### src/rtl/md_pkg.sv
// Shared encodings for the multiply/divide unit: operation codes, FSM states,
// iteration count and sign-correction helpers.
package md_pkg;

    localparam int MD_NB_REG = 32;

    localparam logic [2:0] MD_MULT  = 3'b000;
    localparam logic [2:0] MD_MULTU = 3'b001;
    localparam logic [2:0] MD_DIV   = 3'b010;
    localparam logic [2:0] MD_DIVU  = 3'b011;
    localparam logic [2:0] MD_MTHI  = 3'b100;
    localparam logic [2:0] MD_MTLO  = 3'b101;

    localparam logic [1:0] MD_ST_IDLE = 2'd0;
    localparam logic [1:0] MD_ST_CALC = 2'd1;
    localparam logic [1:0] MD_ST_SIGN = 2'd2;
    localparam logic [1:0] MD_ST_DONE = 2'd3;

    localparam logic [5:0] MD_ITER_CNT = 6'd32;

    function automatic logic [MD_NB_REG-1:0] f_cond_neg32(input logic [MD_NB_REG-1:0] value,
                                                          input logic neg);
        return neg ? (~value + 32'd1) : value;
    endfunction

    function automatic logic [2*MD_NB_REG-1:0] f_cond_neg64(input logic [2*MD_NB_REG-1:0] value,
                                                            input logic neg);
        return neg ? (~value + 64'd1) : value;
    endfunction

endpackage

### src/rtl/md_iter_core.sv
// One combinational iteration step: shift-add multiply or restoring divide.
// The divide path is only built when MD_DIV_EN is defined.
module md_iter_core #(
    parameter int NB_REG = 32
) (
    input  logic [2*NB_REG-1:0] i_acc,
    input  logic [NB_REG-1:0]   i_opnd,
    input  logic                i_is_div,
    output logic [2*NB_REG-1:0] o_acc
);

    logic [NB_REG:0]     mul_sum_s;
    logic [2*NB_REG-1:0] mul_next_s;

    // Multiply: add the multiplicand into the upper half when the multiplier LSB is set, then shift right
    always_comb begin
        mul_sum_s  = {1'b0, i_acc[2*NB_REG-1:NB_REG]};
        if (i_acc[0]) begin
            mul_sum_s = {1'b0, i_acc[2*NB_REG-1:NB_REG]} + {1'b0, i_opnd};
        end else begin
            mul_sum_s = {1'b0, i_acc[2*NB_REG-1:NB_REG]};
        end
        mul_next_s = {mul_sum_s, i_acc[NB_REG-1:1]};
    end

`ifdef MD_DIV_EN
    logic [NB_REG:0]   rem_sh_s;
    logic [NB_REG:0]   trial_s;
    logic [NB_REG-1:0] rem_next_s;
    logic              q_bit_s;

    // Divide: shift the next dividend bit into the remainder and keep the subtraction if it did not borrow
    always_comb begin
        rem_sh_s = i_acc[2*NB_REG-1:NB_REG-1];
        trial_s  = rem_sh_s - {1'b0, i_opnd};
        if (!trial_s[NB_REG]) begin
            rem_next_s = trial_s[NB_REG-1:0];
            q_bit_s    = 1'b1;
        end else begin
            rem_next_s = rem_sh_s[NB_REG-1:0];
            q_bit_s    = 1'b0;
        end
    end

    // Select the step matching the operation in flight
    always_comb begin
        if (i_is_div) begin
            o_acc = {rem_next_s, i_acc[NB_REG-2:0], q_bit_s};
        end else begin
            o_acc = mul_next_s;
        end
    end
`else
    // Without a divider the accumulator simply holds for a divide
    always_comb begin
        if (i_is_div) begin
            o_acc = i_acc;
        end else begin
            o_acc = mul_next_s;
        end
    end
`endif

endmodule

### src/rtl/mult_div_unit.sv
// Iterative MULT/MULTU/DIV/DIVU unit holding the HI/LO registers (MTHI/MTLO writes).
// Define MD_DIV_EN to build the divider; otherwise DIV/DIVU complete at once with HI/LO unchanged.
module mult_div_unit
    import md_pkg::*;
#(
    parameter int NB_REG   = 32,
    parameter int NB_MD_OP = 3
) (
    input  logic                i_clk,
    input  logic                i_reset,
    input  logic                i_start,
    input  logic [NB_MD_OP-1:0] i_md_op,
    input  logic [NB_REG-1:0]   i_a,
    input  logic [NB_REG-1:0]   i_b,
    output logic                o_busy,
    output logic                o_done,
    output logic                o_div_by_zero,
    output logic [NB_REG-1:0]   o_hi,
    output logic [NB_REG-1:0]   o_lo
);

    logic [1:0]          state_r;
    logic [5:0]          cnt_r;
    logic [2*NB_REG-1:0] acc_r;
    logic [NB_REG-1:0]   opnd_r;
    logic                is_div_r;
    logic                neg_lo_r;
    logic                neg_hi_r;
    logic                dbz_r;
    logic [NB_REG-1:0]   hi_r;
    logic [NB_REG-1:0]   lo_r;
    logic                busy_r;
    logic                done_r;
    logic                dbz_out_r;

    logic                is_mul_op_s;
    logic                is_div_op_s;
    logic                is_signed_s;
    logic                a_neg_s;
    logic                b_neg_s;
    logic [NB_REG-1:0]   a_mag_s;
    logic [NB_REG-1:0]   b_mag_s;
    logic [2*NB_REG-1:0] acc_next_s;
    logic [2*NB_REG-1:0] prod_s;
    logic [NB_REG-1:0]   res_hi_s;
    logic [NB_REG-1:0]   res_lo_s;

    // Decode the requested operation and form operand magnitudes
    always_comb begin
        is_mul_op_s = 1'b0;
        is_div_op_s = 1'b0;
        is_signed_s = 1'b0;
        case (i_md_op)
            MD_MULT:  begin is_mul_op_s = 1'b1; is_signed_s = 1'b1; end
            MD_MULTU: begin is_mul_op_s = 1'b1; end
            MD_DIV:   begin is_div_op_s = 1'b1; is_signed_s = 1'b1; end
            MD_DIVU:  begin is_div_op_s = 1'b1; end
            default:  begin is_mul_op_s = 1'b0; end
        endcase
        a_neg_s = is_signed_s & i_a[NB_REG-1];
        b_neg_s = is_signed_s & i_b[NB_REG-1];
        a_mag_s = f_cond_neg32(i_a, a_neg_s);
        b_mag_s = f_cond_neg32(i_b, b_neg_s);
    end

    md_iter_core #(
        .NB_REG (NB_REG)
    ) u_iter_core (
        .i_acc    (acc_r),
        .i_opnd   (opnd_r),
        .i_is_div (is_div_r),
        .o_acc    (acc_next_s)
    );

    // Sign-correct the finished magnitudes; divide by zero forces an all-ones quotient
    always_comb begin
        prod_s = f_cond_neg64(acc_r, neg_lo_r);
        if (is_div_r) begin
            res_hi_s = f_cond_neg32(acc_r[2*NB_REG-1:NB_REG], neg_hi_r);
            if (dbz_r) begin
                res_lo_s = {NB_REG{1'b1}};
            end else begin
                res_lo_s = f_cond_neg32(acc_r[NB_REG-1:0], neg_lo_r);
            end
        end else begin
            res_hi_s = prod_s[2*NB_REG-1:NB_REG];
            res_lo_s = prod_s[NB_REG-1:0];
        end
    end

    // FSM, iteration counter, datapath registers and HI/LO
    always_ff @(posedge i_clk or posedge i_reset) begin
        if (i_reset) begin
            state_r   <= MD_ST_IDLE;
            cnt_r     <= 6'd0;
            acc_r     <= {(2*NB_REG){1'b0}};
            opnd_r    <= {NB_REG{1'b0}};
            is_div_r  <= 1'b0;
            neg_lo_r  <= 1'b0;
            neg_hi_r  <= 1'b0;
            dbz_r     <= 1'b0;
            hi_r      <= {NB_REG{1'b0}};
            lo_r      <= {NB_REG{1'b0}};
            busy_r    <= 1'b0;
            done_r    <= 1'b0;
            dbz_out_r <= 1'b0;
        end else begin
            done_r    <= 1'b0;
            dbz_out_r <= 1'b0;
            case (state_r)
                // DONE is not busy, so it accepts a new request exactly like IDLE
                MD_ST_IDLE, MD_ST_DONE: begin
                    state_r <= MD_ST_IDLE;
                    if (i_start) begin
                        if (is_mul_op_s) begin
                            state_r  <= MD_ST_CALC;
                            busy_r   <= 1'b1;
                            cnt_r    <= 6'd0;
                            acc_r    <= {{NB_REG{1'b0}}, b_mag_s};
                            opnd_r   <= a_mag_s;
                            is_div_r <= 1'b0;
                            neg_lo_r <= a_neg_s ^ b_neg_s;
                            neg_hi_r <= 1'b0;
                            dbz_r    <= 1'b0;
                        end else if (is_div_op_s) begin
`ifdef MD_DIV_EN
                            state_r  <= MD_ST_CALC;
                            busy_r   <= 1'b1;
                            cnt_r    <= 6'd0;
                            acc_r    <= {{NB_REG{1'b0}}, a_mag_s};
                            opnd_r   <= b_mag_s;
                            is_div_r <= 1'b1;
                            neg_lo_r <= a_neg_s ^ b_neg_s;
                            neg_hi_r <= a_neg_s;
                            dbz_r    <= (i_b == {NB_REG{1'b0}});
`else
                            state_r  <= MD_ST_DONE;
                            done_r   <= 1'b1;
`endif
                        end else if (i_md_op == MD_MTHI) begin
                            hi_r <= i_a;
                        end else if (i_md_op == MD_MTLO) begin
                            lo_r <= i_a;
                        end
                    end
                end
                // 32 steps, then one further CALC cycle before SIGN keeps the 34-cycle latency
                MD_ST_CALC: begin
                    if (cnt_r == MD_ITER_CNT) begin
                        state_r <= MD_ST_SIGN;
                    end else begin
                        acc_r <= acc_next_s;
                        cnt_r <= cnt_r + 6'd1;
                    end
                end
                MD_ST_SIGN: begin
                    hi_r      <= res_hi_s;
                    lo_r      <= res_lo_s;
                    done_r    <= 1'b1;
                    dbz_out_r <= is_div_r & dbz_r;
                    busy_r    <= 1'b0;
                    state_r   <= MD_ST_DONE;
                end
                default: begin
                    state_r <= MD_ST_IDLE;
                    busy_r  <= 1'b0;
                end
            endcase
        end
    end

    assign o_busy        = busy_r;
    assign o_done        = done_r;
    assign o_div_by_zero = dbz_out_r;
    assign o_hi          = hi_r;
    assign o_lo          = lo_r;

endmodule
### config.mk
export PLATFORM = sky130hd
export DESIGN_NAME = mult_div_unit
export DESIGN_NICKNAME = d
export VERILOG_FILES = /design/src/rtl/md_pkg.sv /design/src/rtl/md_iter_core.sv /design/src/rtl/mult_div_unit.sv
export SDC_FILE = /design/constraint.sdc
export NUM_CORES = 1
export LEC_CHECK = 0
export CORE_UTILIZATION = 50
export DETAILED_ROUTE_END_ITERATION = 6
export PLACE_DENSITY = 0.8
export SYNTH_ARGS = -nofsm -noshare
export SYNTH_HDL_FRONTEND = slang
export SYNTH_SLANG_ARGS = --single-unit
### constraint.sdc
create_clock -name i_clk -period 6.65 [get_ports i_clk]
set_input_delay 0.665 -clock i_clk [delete_from_list [all_inputs] [get_ports i_clk]]
set_output_delay 0.665 -clock i_clk [all_outputs]
set_load 0.03 [all_outputs]
After elaboration in Yosys (flattened, before gate mapping)
Cells that the tools add are included.
{"block": "totals", "ff_bits": 171, "wordCells": 89}
{"block": "classes", "addsub": 5, "n_eq_ne": 18, "mux": 38, "bitwise_logic": 6, "reduce_logical": 13}
{"operator": "two-way mux 32 bit", "n": 11}
{"operator": "two-way mux 64 bit", "n": 4}
{"operator": "case mux 32 bit (2 select lines)", "n": 2}
{"operator": "case mux 64 bit (2 select lines)", "n": 1}
{"operator": "adder 32 x 1 -> 32 bit (second input constant)", "n": 2}
{"operator": "adder 64 x 1 -> 64 bit (second input constant)", "n": 1}
{"operator": "inverter 32 bit", "n": 2}
{"operator": "inverter 64 bit", "n": 1}
{"operator": "adder 32 x 32 -> 33 bit", "n": 1}
{"operator": "two-way mux 33 bit", "n": 1}
{"operator": "two-way mux 6 bit", "n": 3}
{"operator": "inequality test 2 bit (second input constant)", "n": 9}
{"operator": "case mux 6 bit (2 select lines)", "n": 1}
{"operator": "two-way mux 1 bit", "n": 8}
{"operator": "two-way mux 2 bit", "n": 4}
{"operator": "OR reduction 2 bit", "n": 4}
{"operator": "adder 6 x 1 -> 6 bit (second input constant)", "n": 1}
{"operator": "== test 3 x 2 -> 1 bit (second input constant)", "n": 2}
{"operator": "== test 3 bit (second input constant)", "n": 2}
{"operator": "== test 6 bit (second input constant)", "n": 1}
{"operator": "case mux 2 bit (3 select lines)", "n": 1}
{"operator": "AND reduction 3 bit", "n": 2}
{"operator": "AND reduction 6 bit", "n": 1}
{"operator": "AND reduction 5 bit", "n": 1}
{"operator": "other kinds (10)", "n": 14}

Depth between registers and ports, before layout
{"block": "logic_depth", "depth_word": 8, "depth_mapped": 12}

Modules after synthesis
A second synthesis with hierarchy kept.
{"block": "unflattened", "hier_cells": 1524, "area_unflattened_um2": 12723.5}
{"mod": "mult_div_unit", "n_inst": 1, "cells_per_inst": 1115, "area_each_um2": 9919.5}
{"mod": "md_iter_core", "n_inst": 1, "cells_per_inst": 409, "area_each_um2": 2803.9}

Worst setup path before layout
Ideal clock, no wire load.
{"block": "synth_timing", "kind": "register to register", "start": "reg acc_r[0]", "end": "reg hi_r[22] (netlist: o_hi[22])", "arrival_time_ns": 2.902, "required_time_ns": 6.521, "path_slack_ns": 3.619, "stages_incl_launch_ff": 13, "n_path_buf": 2, "period_less_slack_ns": 3.031, "cell_sequence": "dfrtp_1 inv_1 clkbuf_1 ha_1 nand2b_1 or4_1 clkbuf_2 or3_4 or2_4 a21o_1 o31ai_1 xor2_1 o21ai_1"}
{"block": "synth_between", "elab_chain_len": 4}
{"item": "from (decl)", "line_no": "mult_div_unit.sv:24", "text": "logic [2*NB_REG-1:0] acc_r;"}
{"item": "from (signal assigned)", "line_no": "mult_div_unit.sv:96", "text": "acc_r <= {(2*NB_REG){1'b0}};"}
{"item": "from (signal assigned)", "line_no": "mult_div_unit.sv:119", "text": "acc_r <= {{NB_REG{1'b0}}, b_mag_s};"}
{"item": "from (signal assigned)", "line_no": "mult_div_unit.sv:152", "text": "acc_r <= acc_next_s;"}
{"item": "inverter 64 bit", "line_no": "md_pkg.sv:28", "text": "return neg ? (~value + 64'd1) : value;"}
{"item": "adder 64 x 1 -> 64 bit", "line_no": "md_pkg.sv:28"}
{"item": "two-way mux 64 bit", "line_no": "md_pkg.sv:28"}
{"item": "case mux 32 bit (2 select lines)", "line_no": "mult_div_unit.sv:110", "text": "case (state_r)"}
{"item": "to (signal assigned)", "line_no": "mult_div_unit.sv:102", "text": "hi_r <= {NB_REG{1'b0}};"}
{"item": "to (signal assigned)", "line_no": "mult_div_unit.sv:141", "text": "hi_r <= i_a;"}
{"item": "to (signal assigned)", "line_no": "mult_div_unit.sv:157", "text": "hi_r <= res_hi_s;"}
{"item": "to (decl)", "line_no": "mult_div_unit.sv:30", "text": "logic [NB_REG-1:0] hi_r;"}
Every way passes these cells.
A chain may end at the register's enable or synchronous reset.

Worst setup path in the final report
{"block": "layout_timing", "start": "reg acc_r[0]", "end": "reg hi_r[12] (netlist: o_hi[12])"}
The elaborated chain is that of the path after synthesis.

==> results.cfg <==
[setup_path]
cp-start-kind = register
worstRegToRegCells = 10
critical_path.max_stage_delay_ns = 0.72
crit_family = simple AND/OR/NAND/NOR gates
critical_path_buf_inv_count = 1
critPathArrivalTime_ns = 4.32
cp.depth = 10
slowest_stage = dfrtp_1
required_ns = 6.99
cp_cell_sequence = inv_1 > ha_1 > nand2b_1 > or4_1 > nor3_1 > nand3_1 > o21ai_0 > xor2_1 > a211oi_1 > a21o_1
reg2reg_slack_ns = 2.67
path_class = reg -> reg
cp_max_fo = 24
endpoint_kind = register
timing.rr.start = acc_r[0]
r2r-end = o_hi[12]

[min_path]
min_path_type = reg -> reg
holdPathEnd = o_lo[13]
min_path_cells = 1
worstHoldStart = o_lo[13]

[cts]
insertion_delay_ns = 0.45
cts.repair.resized = 0
cts.sinks = 171
ctsLongestPathBuffers = 2
cts_tree = built
cts-htree-levels = 4
clk_root_buffer_cell = clkbuf_16
cts_buffers = 17
clkTransAtPathRegs_ns = 0.07
post_cts_buffers = 0
holdBufCountCts = 0

[sta]
fmax_mhz = 251
hold_violations = 0
fin_skew_ns = 0.0132
hold_ws_ns = 0.478
grt_setup_unrepaired = false
period_share_pct = 59.9
maxSlewViolCount = 0
tightest_slew_ns = 1.20
maxSlewHeadroom_pct = 19.4
setup_ws_ns = 2.67
min_period_ns = 3.98
fin_setup_tns_ns = 0
setup_viol = 0

[run]
drv_cap = 0

[power]
ir_drop_mv = 0.351
cellLeakagePower_nw = 5.79
p_total_w = 0.00706
power_density_mw_per_mm2 = 507

[synthesis]
synth_seq_cells = 171
synth_edf_count = 0
syn_avg_cell_area_sq_um = 8.26
synth.area.top_cells = dfrtp_1 (36%), o21ai_0 (8.0%), xor2_1 (7.0%)
synthCells = 1431
yosysWarnings = 0
async_flop_share_pct = 100
synth_top_area_share_pct = 36.2
syn_nets = 1541
synthFlopType = dfrtp_1
muxShareOfSynthArea_pct = 1.61
synth-compound-area-share_pct = 25.1
yosysUniqueCellTypes = 73
synthSimpleGateAreaFrac_pct = 18.5
yosys.area.top_type = dfrtp_1
synthXorXnorAreaFrac_pct = 10.7
mappedNetlistArea_sq_mm = 0.0118
synthAdderAreaFrac_pct = 4.30
ys_seq_area_share_pct = 36.2
synth_top_family_by_area = compound AO/OA/AOI/OAI gates

[grt]
grt_pass1_vias = 10800
track_usage_pct = 32.0
grt_pass1_wl_um = 59500
grt_overflow = 0
grt_max_degree = 96
antenna_found_initial = 0

[place]
io_buffers = 135
pre_cts_ws_ns = 2.60
gp_congestion = 0.963
dp_hpwl_um = 28100

[die]
design.core.area_sq_mm = 0.0229
die_w_um = 156
fp.dieH_um = 156
dieArea_sq_mm = 0.0243
num_rows = 55
io_pins = 137
initial_core_util_pct = 51.6

[routing]
drt-wirelength-per-cell_um = 20.7
drc = 0
vias = 11500
final_antenna_net_count = 0
drt-total-wl_um = 37900
firstDrtPassIters = 6
viasPerCell = 6.27
drt_iter0_markers = 1022

[cells_and_area]
fin_nets = 1619
area_growth_pct = 17.8
final_common_cell = nand2_1
layout-drive-gt1-share_pct = 4.73
final_cell_mix = nand2_1 (197), o21ai_0 (188), dfrtp_1 (170)
antennaDiodeCount = 0
final_core_utilization_pct = 60.8
n_fill_cell = 1997

[outcome]
status = finished, final reports clean
[cell families (layout without fill, tap and decap cells)]
kind of cell / count (synthesis) / in the layout
adders and majority gates: 40 / 40
xor gates and xnor gates: 144 / 144
AOI/OAI and AO/OA: 486 / 486
DFF: 171 / 171
and+or+nand+nor: 457 / 457
other: 1 / 1
muxes: 19 / 19
buffers and inverters: 113 / 204
[routing by layer]
metal	track usage, %	vias up	wire length, um
li1	-	5302	-
met4	12.9	0	1350
met3	6.25	88	3520
met1	43.3	5502	15900
met2	50.3	620	17200
met5	0	-	0
[flip-flops by register name (all words and copies together) (netlist names)]
signal    count
o_lo         32
o_done        1
opnd_r       32
o_busy        1
o_hi         32
cnt_r         6
state_r       2
neg_lo_r      1
acc_r        64
[cell type report]
type,instances,area [sq um],share of cell area [%]
Multi-Input combinational cell,1147,7160,51.4
Sequential cell,171,4280,30.7
Timing Repair Buffer,144,1420,10.2
Clock buffer,18,439,3.15
Tap cell,313,392,2.81
Clock inverter,14,129,0.925
Inverter,28,110,0.791
[power breakdown]
part / total (W) / leakage, nW / switching [W] / internal [W]
combinational: 0.00392 / 3.36 / 0.00239 / 0.00153
sequential: 0.00215 / 2.15 / 0.000633 / 0.00151
clock: 0.000995 / 0.278 / 0.000488 / 0.000507
total: 0.00706 / 5.79 / 0.00351 / 0.00355
[worst max-delay path by stage]
stage,start,endpoint,slack (ns)
6_report,acc_r[0],o_hi[12],2.67
5_1_grt,acc_r[0],o_hi[12],2.40
4_1_cts,acc_r[0],o_hi[12],2.78
3_5_place_dp,i_md_op[2],acc_r[22],2.60
3_3_place_gp,i_md_op[2],acc_r[0],2.76
2_1_floorplan,i_reset,acc_r[0],1.35
[synthesized netlist by cell type (all sizes together), types with 7 or more instances]
cell type and number:
nand2 197, o21ai 191, dfrtp 171, a21oi 104, xor2 94, nor2 92, clkbuf 75, xnor2 50
a21o 41, ha 39, o31ai 33, nor3 32, a211oi 29, inv 27, nand3 24, mux2i 19
nand4 16, o211ai 14, o41ai 14, a22oi 13, a31oi 12, nand2b 12, nor4 12, or4 12
nor3b 11, buf 10, or3 10, and2 7, and3 7, nor2b 7, or2 7
[stage by stage]
| stage | instances | area [sq um] |
|---|---|---|
| 2_1_floorplan | 1431 | 11800 |
| 3_3_place_gp | 1803 | 13400 |
| 3_5_place_dp | 1803 | 13400 |
| 4_1_cts | 1835 | 13900 |
| 5_1_grt | 1835 | 13900 |
| 6_report | 1835 | 13900 |
No activity file was read; power rests on OpenSTA's default activity.
==> RTL change 1: new RTL, same settings <==
Build with the macro `MD_DIV_EN` defined.
--- a/src/rtl/md_iter_core.sv
+++ b/src/rtl/md_iter_core.sv
@@ -1,5 +1,7 @@
 // One combinational iteration step: shift-add multiply or restoring divide.
 // The divide path is only built when MD_DIV_EN is defined.
+`define MD_DIV_EN
+
 module md_iter_core #(
     parameter int NB_REG = 32
 ) (
Behaviour: not the same (Yosys sat finds a counterexample within 4 cycles, from zero or initial values and one cycle with i_reset high).
==> RTL change 1 against the original RTL <==
Setup slack got worse by 0.57 ns. Area after synthesis rose by 30%. Total power rose by 40%. Routed wire length rose by 44%. First-iteration DRC count rose by 100%. Global-route usage rose by 2.5 points. Cell area rose by 25%. Combinational power rose by 67%. Via count rose by 38%. Core utilization fell by 2.5 points. Sequential cell count rose by 4. Largest cell class unchanged. Highest routed layer unchanged.
==> RTL change 1: results (changes against the original RTL) <==
\begin{tabular}{lr}
\hline
Metric & Value \\
\hline
\multicolumn{2}{l}{\textbf{Global routing}} \\
\quad GRT Overall Usage & 34.5\% (+2.5 points) \\
\quad Global-route wire length before repair & 82600 µm (+39\%) \\
\quad M3 GR Usage & 7.99\% (+1.7 points) \\
\quad Routing usage on met2 & 51.4\% (+1.1 points) \\
\quad Met1 routing resource usage after global routing & 46.0\% (+2.7 points) \\
\quad Largest net degree at the start of global routing & 97 (+1.0\%) \\
\quad Via count of the first global-routing pass & 14500 (+35\%) \\
\multicolumn{2}{l}{\textbf{Clock network}} \\
\quad Buffer levels on the longest clock path & 2 (unchanged) \\
\quad \# resized after CTS & 0 (unchanged) \\
\quad Buffers inserted by post-CTS timing repair & 0 (unchanged) \\
\multicolumn{2}{l}{\textbf{Outcome}} \\
\quad Status & completed \\
\multicolumn{2}{l}{\textbf{Synthesis}} \\
\quad Post-synth cell types & 81 (+11\%) \\
\quad Area contributors post-synth & dfrtp\_1 28\%, a21oi\_1 7.3\%, ha\_1 5.9\%, nor2\_1 5.1\%, xnor2\_1 5.0\% \\
\quad Synth Net Count & 2097 (+36\%) \\
\quad Most frequent cells after synthesis & 223 x a21oi\_1, 210 x nor2\_1, 177 x nand2\_1 \\
\multicolumn{2}{l}{\textbf{Placement}} \\
\quad Buffers on Ports & 136 (+0.74\%) \\
\quad Placer Congestion & 1.05 (+9.2\%) \\
\quad Post-detailed-placement cell area & 0.0169 mm² (+27\%) \\
\quad Half-perimeter wire length after placement & 41000 µm (+46\%) \\
\multicolumn{2}{l}{\textbf{Finish}} \\
\quad Sequential cell area & 0.00438 mm² (+2.3\%) \\
\quad Number of filler instances in the final layout & 2717 (+36\%) \\
\quad Most common cell after layout, fill and taps aside & a21oi\_1 \\
\quad Fraction of final layout cells sized beyond drive strength 1 & 5.35\% (+0.62 points) \\
\multicolumn{2}{l}{\textbf{Routing}} \\
\quad Count of routing violations after the opening detailed-route iteration & 2082 (+100\%) \\
\quad Via count & 15900 (+38\%) \\
\quad Mean routed wirelength per cell & 22.7 µm (+9.6\%) \\
\multicolumn{2}{l}{\textbf{Setup path}} \\
\quad Crit Path Max Fanout & 35 (+46\%) \\
\quad Slowest cell on the critical path & o311ai\_4 \\
\quad Crit path DAT & 4.89 ns (+0.57 ns) \\
\quad Largest stage delay on the critical path & 0.84 ns (+0.12 ns) \\
\multicolumn{2}{l}{\textbf{STA}} \\
\quad Skew final & 0.0115 ns (-0.00164 ns) \\
\quad Slew margin rel. & 26.2\% (+6.9 points) \\
\multicolumn{2}{l}{\textbf{Power}} \\
\quad Static Leakage & 7.27 nW (+26\%) \\
\quad Max rail drop VDD & 246 µV (-30\%) \\
\quad Net switching power & 5.23 mW (+49\%) \\
\hline
\end{tabular}
[RTL change 1: cells by family after synthesis]
kind of cell / Yosys count / share of synthesized area [%]
xor+xnor: 173 / 9.85
mux: 58 / 3.99
flops: 175 / 28.5
buf+inv: 192 / 4.87
fa+ha+maj: 74 / 6.12
simple gates: 598 / 18.5
compound gates: 683 / 28.2
[RTL change 1: worst paths after layout]
check | slack, ns | cells past startpoint | endpoint | startpoint
setup / recovery | 2.10 | 12 | acc_r[48] | acc_r[32]
hold / removal | 0.49 | 2 | o_hi[18] | o_hi[18]
setup reg to reg | 2.10 | 12 | acc_r[48] | acc_r[32]
hold reg to reg | 0.49 | 2 | o_hi[18] | o_hi[18]
max in group asynchronous | 4.63 | 3 | is_div_r | i_reset
min in group asynchronous | 0.76 | 2 | o_lo[12] | i_reset
[RTL change 1: layout make-up]
type,instances,share of cell area (%)
Antenna cell,1,0.0143
Clock buffer,19,2.54
Clock inverter,13,0.602
Inverter,72,1.58
Multi-Input combinational cell,1586,58.9
Sequential cell,175,25.1
Tap cell,390,2.79
Timing Repair Buffer,152,8.48
[RTL change 1: power by group through the flow]
stage	Sequential, mW	Clock, mW	Combinational (mW)
finish	2.35	0.993	6.54
global route	2.38	1.03	7.11
CTS	2.29	0.988	6.41
detailed placement	2.32	0	6.37
global placement	2.29	0	6.22
floorplan	2.29	0	4.53
[RTL change 1: layer usage]
layer / share of wire (%) / wire length [µm]
met3: 12 / 6290
met5: 0 / 0
met1: 40 / 21700
met4: 5.7 / 3120
met2: 43 / 23400
[RTL change 1: through the flow]
stage               std cells  setup slack [ns]
finish                   2408              2.10
global route             2407              1.87
CTS                      2407              2.21
detailed placement       2375              2.25
global placement         2375              2.33
floorplan                1953              1.24
[RTL change 1: worst reg2reg max path, delay by kind of cell, from the launching register on]
| family | cells | cell delay, ns |
|---|---|---|
| AOI/OAI and AO/OA | 6 | 2.26 |
| buffers and inverters | 2 | 0.69 |
| DFF | 1 | 0.52 |
| adders and majority gates | 1 | 0.48 |
| muxes | 1 | 0.26 |
| and+or+nand+nor | 2 | 0.24 |
==> RTL change 2: new RTL, same flow settings <==
Made on the original files. Make the reset (`i_reset`) synchronous in one clocked block.
--- a/src/rtl/mult_div_unit.sv
+++ b/src/rtl/mult_div_unit.sv
@@ -89,7 +89,7 @@
     end
 
     // FSM, iteration counter, datapath registers and HI/LO
-    always_ff @(posedge i_clk or posedge i_reset) begin
+    always_ff @(posedge i_clk) begin
         if (i_reset) begin
             state_r   <= MD_ST_IDLE;
             cnt_r     <= 6'd0;
Check against the original RTL: differs if i_reset is asserted again (counterexample within 4 cycles, from zero or initial values and one cycle with i_reset high); with i_reset held inactive, the same outputs for 4 cycles.
==> RTL change 2 against the original RTL <==
Sequential cell count is the same. Routed wire length grew 3.7%. Global-route usage grew 0.38 points. Clock skew grew 0.0012 ns. Count of clock-buffer cells in the layout grew 3. Sequential share of layout area shrank 5.9 points. Setup slack gained 0.34 ns. Maximum frequency grew 9.4%. Cell area shrank 1.1%. Non-clock buffer count grew 3. Area after synthesis shrank 0.58%. Critical path type unchanged.
Power is not compared: it rests on default switching activity, and its combinational part moved more than twofold at a synthesized area within 25%.
==> RTL change 2: results (changes against the original RTL) <==
\begin{tabular}{lr}
\hline
Metric & Value \\
\hline
\multicolumn{2}{l}{\textbf{Finish}} \\
\quad Plain + repair buffers & 147 (+2.1\%) \\
\quad Number of standard cells in the final layout excluding fillers & 1933 (+5.3\%) \\
\quad Fraction of standard cell area that is sequential & 24.9\% (-5.9 points) \\
\quad Clock buffers & 21 (+3) \\
\quad Fraction of final layout cells sized beyond drive strength 1 & 4.20\% (-0.53 points) \\
\quad Portion of the layout cell area used by clock cells & 4.39\% (+0.31 points) \\
\quad Inverters, non-clock & 29 (+3.6\%) \\
\quad Proportion of final cell area spent on non-clock buffers & 10.4\% (+0.25 points) \\
\multicolumn{2}{l}{\textbf{Outcome}} \\
\quad Status & completed \\
\multicolumn{2}{l}{\textbf{Routing}} \\
\quad Routed wire length & 39300 µm (+3.7\%) \\
\quad Count of routing violations after the opening detailed-route iteration & 1555 (+52\%) \\
\quad 1st-pass router iterations & 7 (+1) \\
\multicolumn{2}{l}{\textbf{STA}} \\
\quad Slew @ Worst Pin & 1.10 ns (-0.100 ns) \\
\quad Skew final & 0.0143 ns (+0.00117 ns) \\
\multicolumn{2}{l}{\textbf{Synthesis}} \\
\quad Complex-gate fraction of the synthesized area & 27.6\% (+2.6 points) \\
\quad Post-synthesis share of cell area spent on full adders, half adders and majority gates & 4.32\% (+0.025 points) \\
\quad Post-synth cell types & 76 (+4.1\%) \\
\quad Area contributors post-synth & dfxtp\_1 29\%, xor2\_1 6.0\%, nor2\_1 5.2\%, a21oi\_1 5.2\%, a211oi\_1 4.9\% \\
\quad Share of flip-flops with an asynchronous set or reset & 0\% (-100 points) \\
\multicolumn{2}{l}{\textbf{Global routing}} \\
\quad Largest net degree at the start of global routing & 94 (-2.1\%) \\
\quad Global-route wire length before repair & 61200 µm (+2.9\%) \\
\multicolumn{2}{l}{\textbf{Setup path}} \\
\quad Crit Path Max Fanout & 8 (-67\%) \\
\quad Largest stage delay on the critical path & 0.83 ns (+0.11 ns) \\
\quad Slowest cell on the critical path & nor4\_1 \\
\multicolumn{2}{l}{\textbf{Placement}} \\
\quad Pre-CTS setup slack & 2.95 ns (+0.348 ns) \\
\quad Post-detailed-placement cell area & 0.0132 mm² (-1.4\%) \\
\quad Half-perimeter wire length after placement & 29200 µm (+4.0\%) \\
\hline
\end{tabular}
RTL change 2: cell types whose count changed after synthesis, moves of 14 or more:
cell	unedited run	this run
a211oi_1	29	77
a21o_1	41	14
dfrtp_1	171	0
nor2_1	92	163
nand2_1	197	151
o21ai_0	188	107
dfxtp_1	0	171
a21oi_1	104	122
o22ai_1	2	24
xor2_1	94	80
clkbuf_1	74	105
RTL change 2: final timing paths:
kind                 start       end  slack (ns)  cells past startpoint
setup / recovery  acc_r[2]  o_hi[25]        3.01                      7
hold / removal    o_lo[29]  o_lo[29]        0.45                      2
setup reg to reg  acc_r[2]  o_hi[25]        3.01                      7
hold reg to reg   o_lo[29]  o_lo[29]        0.45                      2
RTL change 2: layer usage:
layer	up-vias	routed length (µm)
met4	0	2230
met1	5757	16000
met2	720	17400
li1	5799	-
met5	-	0
met3	139	3640
